**src/rtl/demux_scheduler_pkg.sv**
```systemverilog
// Shared definitions for the demux scheduler: channel count, channel
// encodings, FSM state encoding and the round-robin slot picker.
package demux_scheduler_pkg;

    localparam int NUM_CH = 4;

    localparam logic [1:0] CH_A = 2'b00;
    localparam logic [1:0] CH_B = 2'b01;
    localparam logic [1:0] CH_C = 2'b10;
    localparam logic [1:0] CH_D = 2'b11;

    typedef enum logic {
        ST_RUN   = 1'b0,
        ST_DRAIN = 1'b1
    } state_e;

    // First free slot scanning ptr, ptr+1, ... (mod 4); falls back to ptr
    // when every slot is occupied so the select lines stay well defined.
    function automatic logic [1:0] rr_pick(input logic [NUM_CH-1:0] free,
                                           input logic [1:0]        ptr);
        logic [1:0] pick;
        logic [1:0] idx;
        logic       found;
        pick  = ptr;
        found = 1'b0;
        for (int i = 0; i < NUM_CH; i++) begin
            idx = ptr + 2'(i);
            if (!found && free[idx]) begin
                pick  = idx;
                found = 1'b1;
            end
        end
        return pick;
    endfunction

endpackage

```
**src/rtl/demux_scheduler_slot.sv**
```systemverilog
// One-entry output buffer for a single demux channel.
// Ports:
//   clk, reset  - clock and synchronous active-high reset
//   load        - capture data_in this cycle (wins over a same-cycle drain)
//   data_in     - payload to capture
//   ready       - downstream consumer takes the held item
//   valid       - slot holds an item
//   data_out    - held payload, stable until consumed
module demux_scheduler_slot
    import demux_scheduler_pkg::*;
#(
    parameter int DATA_W = 8
) (
    input  logic              clk,
    input  logic              reset,
    input  logic              load,
    input  logic [DATA_W-1:0] data_in,
    input  logic              ready,
    output logic              valid,
    output logic [DATA_W-1:0] data_out
);

    always_ff @(posedge clk) begin
        if (reset) begin
            valid    <= 1'b0;
            data_out <= '0;
        end else if (load) begin
            valid    <= 1'b1;
            data_out <= data_in;
        end else if (valid && ready) begin
            valid <= 1'b0;
        end
    end

endmodule

```
**src/rtl/demux_scheduler.sv**
```systemverilog
// Steers one valid/ready input stream into four single-entry channel
// buffers, either by explicit destination or round-robin over free slots,
// and drives the 2-bit demux select {s1,s2} for the datapath.
// Ports:
//   clk, reset         - clock and synchronous active-high reset
//   in_valid/in_ready  - producer handshake; in_data payload, in_dest target
//   rr_mode            - 1 = round-robin, 0 = addressed
//   s1, s2             - demux select = current target {MSB, LSB}
//   out_valid/out_ready- per-channel handshake, bit0 = channel A
//   out_data           - per-channel payload, ch k at [k*DATA_W +: DATA_W]
//   xfer_count         - accepted input items, wraps
//
// state    | meaning
// ---------+-----------------------------------------------------------
// ST_RUN   | normal operation, input accepted into the target slot
// ST_DRAIN | mode change pending; input blocked until every slot empties
module demux_scheduler
    import demux_scheduler_pkg::*;
#(
    parameter int DATA_W = 8,
    parameter int CNT_W  = 16
) (
    input  logic                     clk,
    input  logic                     reset,
    input  logic                     in_valid,
    output logic                     in_ready,
    input  logic [DATA_W-1:0]        in_data,
    input  logic [1:0]               in_dest,
    input  logic                     rr_mode,
    output logic                     s1,
    output logic                     s2,
    output logic [NUM_CH-1:0]        out_valid,
    input  logic [NUM_CH-1:0]        out_ready,
    output logic [NUM_CH*DATA_W-1:0] out_data,
    output logic [CNT_W-1:0]         xfer_count
);

    state_e              state_q, state_d;
    logic                mode_q;
    logic [1:0]          rr_ptr;
    logic [1:0]          target;
    logic [NUM_CH-1:0]   slot_free;
    logic                accept;
    logic                drain_done;

    // A slot draining this cycle can be refilled in the same cycle.
    assign slot_free = ~out_valid | out_ready;

    // The latched mode drives target selection; a pending mode change only
    // takes effect once the scheduler has drained.
    assign target = mode_q ? rr_pick(slot_free, rr_ptr) : in_dest;
    assign s1     = target[1];
    assign s2     = target[0];

    always_comb begin
        state_d  = state_q;
        in_ready = 1'b0;
        case (state_q)
            ST_RUN: begin
                if (rr_mode != mode_q) begin
                    state_d = ST_DRAIN;
                end else begin
                    in_ready = slot_free[target];
                end
            end
            ST_DRAIN: begin
                if (out_valid == '0) begin
                    state_d = ST_RUN;
                end
            end
            default: state_d = ST_RUN;
        endcase
    end

    assign accept     = in_valid && in_ready;
    assign drain_done = (state_q == ST_DRAIN) && (out_valid == '0);

    always_ff @(posedge clk) begin
        if (reset) begin
            state_q <= ST_RUN;
        end else begin
            state_q <= state_d;
        end
    end

    always_ff @(posedge clk) begin
        if (reset) begin
            mode_q     <= rr_mode;
            rr_ptr     <= CH_A;
            xfer_count <= '0;
        end else begin
            if (accept) begin
                xfer_count <= xfer_count + CNT_W'(1);
            end
            // drain_done and accept are exclusive: in_ready is low in DRAIN.
            if (drain_done) begin
                mode_q <= rr_mode;
                rr_ptr <= CH_A;
            end else if (accept && mode_q) begin
                rr_ptr <= target + 2'd1;
            end
        end
    end

    for (genvar k = 0; k < NUM_CH; k++) begin : g_slot
        demux_scheduler_slot #(
            .DATA_W (DATA_W)
        ) u_slot (
            .clk      (clk),
            .reset    (reset),
            .load     (accept && (target == 2'(k))),
            .data_in  (in_data),
            .ready    (out_ready[k]),
            .valid    (out_valid[k]),
            .data_out (out_data[k*DATA_W +: DATA_W])
        );
    end

endmodule

```
**config.mk**
```make
export PLATFORM = sky130hd
export DESIGN_NAME = demux_scheduler
export DESIGN_NICKNAME = d
export VERILOG_FILES = /design/src/rtl/demux_scheduler_pkg.sv /design/src/rtl/demux_scheduler_slot.sv /design/src/rtl/demux_scheduler.sv
export SDC_FILE = /design/constraint.sdc
export NUM_CORES = 1
export LEC_CHECK = 0
export CAP_MARGIN = 25
export CORE_UTILIZATION = 60
export CTS_BUF_LIST = sky130_fd_sc_hd__clkbuf_8
export CTS_CLUSTER_SIZE = 8
export DETAILED_ROUTE_END_ITERATION = 8
export DONT_BUFFER_PORTS = 1
export GPL_TIMING_DRIVEN = 0
export PLACE_DENSITY = 0.76
export SYNTH_ARGS = -nofsm -noshare
export SYNTH_HDL_FRONTEND = slang
export SYNTH_HIERARCHICAL = 1
export SYNTH_SLANG_ARGS = --single-unit
```
**constraint.sdc**
```tcl
create_clock -name clk -period 6.4 [get_ports clk]
set_input_delay 0.96 -clock clk [delete_from_list [all_inputs] [get_ports clk]]
set_output_delay 0.96 -clock clk [all_outputs]
set_load 0.02 [all_outputs]
```
==> impl_metrics.py <==
metrics = {
    "yosys": {
        "synth_mux_area_frac": 0.125,
        "yosysSeqAreaShare": 0.425,
        "synth_top_area_share": 0.414,
        "synth_top_area_cell": "dfxtp_1",
        "avgSynthCellArea_um2": 9.30,
        "synth_flop_cell": "dfxtp_1",
        "synth_xor_area_frac": 0.00329,
        "synthAdderAreaFrac": 0.0235,
        "ys.warnings.count": 6,
        "synth_compound_area_frac": 0.151,
        "synthSimpleGateAreaFrac": 0.221,
        "async_reset_ff_frac": 0,
        "syn_nets": 309,
        "synth_top_cells_by_area": "dfxtp_1 41%, mux2i_1 12%, nor2_1 5.5%",
        "syn-cell-area_mm2": 0.00266,
        "synthCells": 286,
        "synth_top_family_by_area": "simple AND/OR/NAND/NOR gates",
        "synth_edf_count": 1,
        "synth.distinct_cells": 47,
        "ys_seq_elements": 56,
    },
    "hold_path": {
        "hold_depth": 2,
        "min-delay-path-class": "reg -> reg",
    },
    "route": {
        "first_pass_iters": 4,
        "drc": 0,
        "vias_per_cell": 5.89,
        "dr.first_iter.drc_count": 134,
        "ant_nets": 0,
        "wirelength_mm": 5.45,
        "wl_per_cell_um": 15.8,
        "vias": 2025,
    },
    "timing": {
        "relSlewSlack": 0.578,
        "fin_crit_ns": 3.96,
        "slew_viol_final": 0,
        "fin_skew_ns": 0.00685,
        "post-route-period-util": 0.619,
        "tns_ns": 0,
        "rsz0062_at_grt": "false",
        "worst-slew-pin-transition_ns": 0.628,
        "finalHoldViolCount": 0,
        "fmax_ghz": 0.252,
        "setup_viol_count_final": 0,
    },
    "floorplan": {
        "rows": 23,
        "core_mm2": 0.00412,
        "die_h_um": 68.6,
        "start_util": 0.646,
        "die_w_um": 68.6,
        "ios": 73,
        "dieArea_mm2": 0.00470,
    },
    "clock_tree": {
        "hold_buffers": 0,
        "ctsResizeCount": 0,
        "cts_tree": "built",
        "worstSkewPairLatency_ns": 0.31,
        "cts_root_buffer": "clkbuf_8",
        "clock_path_buffers": 2,
        "clk_pin_slew_ns": 0.10,
        "cts_sinks": 56,
        "cts_max_level": 2,
        "cts_setup_buffers": 0,
        "numCtsBuffers": 5,
    },
    "setup_path": {
        "reg2reg_depth": 11,
        "critPathArrivalTime_ns": 3.00,
        "start_kind": "primary input",
        "critPathKind": "in -> out",
        "path_max_fanout": 10,
        "crit_required_ns": 5.44,
        "endpoint_kind": "output port",
    },
    "cells_and_area": {
        "antenna_cells": 0,
        "area_growth_pct": 5.79,
        "multi_input_area_mm2": 0.00139,
        "drive_gt1_frac": 0.0918,
        "nFillCells": 333,
        "layout_common_cells": "55 x dfxtp_1, 39 x nor2_1, 32 x mux2i_1, 21 x a21oi_1",
        "seq_area_mm2": 0.00113,
        "mostFrequentLayoutCell": "dfxtp_1",
        "fin_nets": 316,
        "design_area_mm2": 0.00281,
    },
    "pwr": {
        "peakVddDrop_v": 0.000163,
        "power.leakage_nw": 0.982,
        "p_per_area_mw_per_mm2": 227,
        "finalPower_mw": 0.639,
    },
    "place": {
        "place_hpwl_mm": 3.92,
        "placed_cell_area_mm2": 0.00272,
        "gp_congestion": 0.806,
        "io_buffers": 0,
    },
    "global_routing": {
        "antenna_found_initial": 0,
        "grt_pass1_wl_mm": 8.39,
        "first_global_vias": 1834,
        "overflow": 0,
        "grt_usage": 0.245,
        "grt_max_degree": 19,
    },
    "run": {
        "drv_cap": 0,
    },
    "status": {
        "outcome": "complete, no violations",
    },
}
[state kept, by name, summed over array words and instances, names as in the netlist]
| register | cells |
|---|---|
| rr_ptr | 2 |
| g_slot.u_slot/valid | 4 |
| state_q | 1 |
| g_slot.u_slot/data_out | 32 |
| mode_q | 1 |
| xfer_count | 16 |
[metal layers]
layer  share of wire  vias to the layer above  GRT usage
met5               0                        -          0
met4          0.0092                        0     0.0703
met3           0.093                        5     0.0839
met2            0.45                       75      0.402
met1            0.44                      915      0.301
li1                -                     1030          -
[power by group]
part / switching, mW / leakage, nW / internal [mW] / total, mW
logic: 0.0421 / 0.480 / 0.0260 / 0.0681
clock network: 0.118 / 0.0485 / 0.0787 / 0.197
registers: 0.0161 / 0.454 / 0.358 / 0.374
[synth_stat cells, types with 2 or more instances]
cell type,n
dfxtp_1,55
nor2_1,39
mux2i_1,32
a21oi_1,21
nand2_1,11
o21ai_0,11
inv_1,9
nand2b_1,9
nand3_1,9
o31ai_1,8
or4_1,8
or3_1,7
clkbuf_1,6
and2_1,5
and3_1,5
buf_6,5
ha_1,5
clkbuf_2,4
a211oi_1,3
nor2b_1,3
nor3_1,2
nor3b_1,2
o211a_1,2
o221ai_1,2
[area by class of cell]
class / instances / share of cell area
multi-input combinational: 205 / 0.494
sequential: 56 / 0.402
buffer: 16 / 0.0369
clock buffer: 5 / 0.0245
tap: 50 / 0.0222
inverter: 9 / 0.0120
clock inverter: 3 / 0.00800
[through the flow]
step | worst slack [ns] | cells | hold WS, ns | utilization
floorplan | 2.67 | 286 | 0.500 | -
global placement | 2.45 | 336 | 0.548 | 0.662
detailed placement | 2.43 | 336 | 0.549 | 0.662
CTS | 2.43 | 344 | 0.584 | 0.684
global route | 2.34 | 344 | 0.624 | 0.684
finish | 2.44 | 344 | 0.585 | 0.684
[final timing paths]
path / start / to / slack, ns
max reg2reg: g_slot[2].u_slot/valid / g_slot[2].u_slot/data_out[1] / 3.31
min: xfer_count[15] / xfer_count[15] / 0.58
min reg2reg: xfer_count[15] / xfer_count[15] / 0.58
max: out_ready[0] / in_ready / 2.44
[critical path, stage by stage]
cell and delay, ns:
and2b_2 0.25, o21ai_2 0.09, a221oi_4 0.37, nor2_2 0.08
o32a_4 0.44, clkbuf_1 0.24, nor3_1 0.58
[cells by family after synthesis]
| family | count (synthesis) |
|---|---|
| buffers and inverters | 25 |
| xor gates and xnor gates | 1 |
| muxes | 33 |
| and+or+nand+nor | 110 |
| AOI/OAI and AO/OA | 56 |
| adders and majority gates | 5 |
| DFF | 56 |
(Power assumes the default switching activity.)
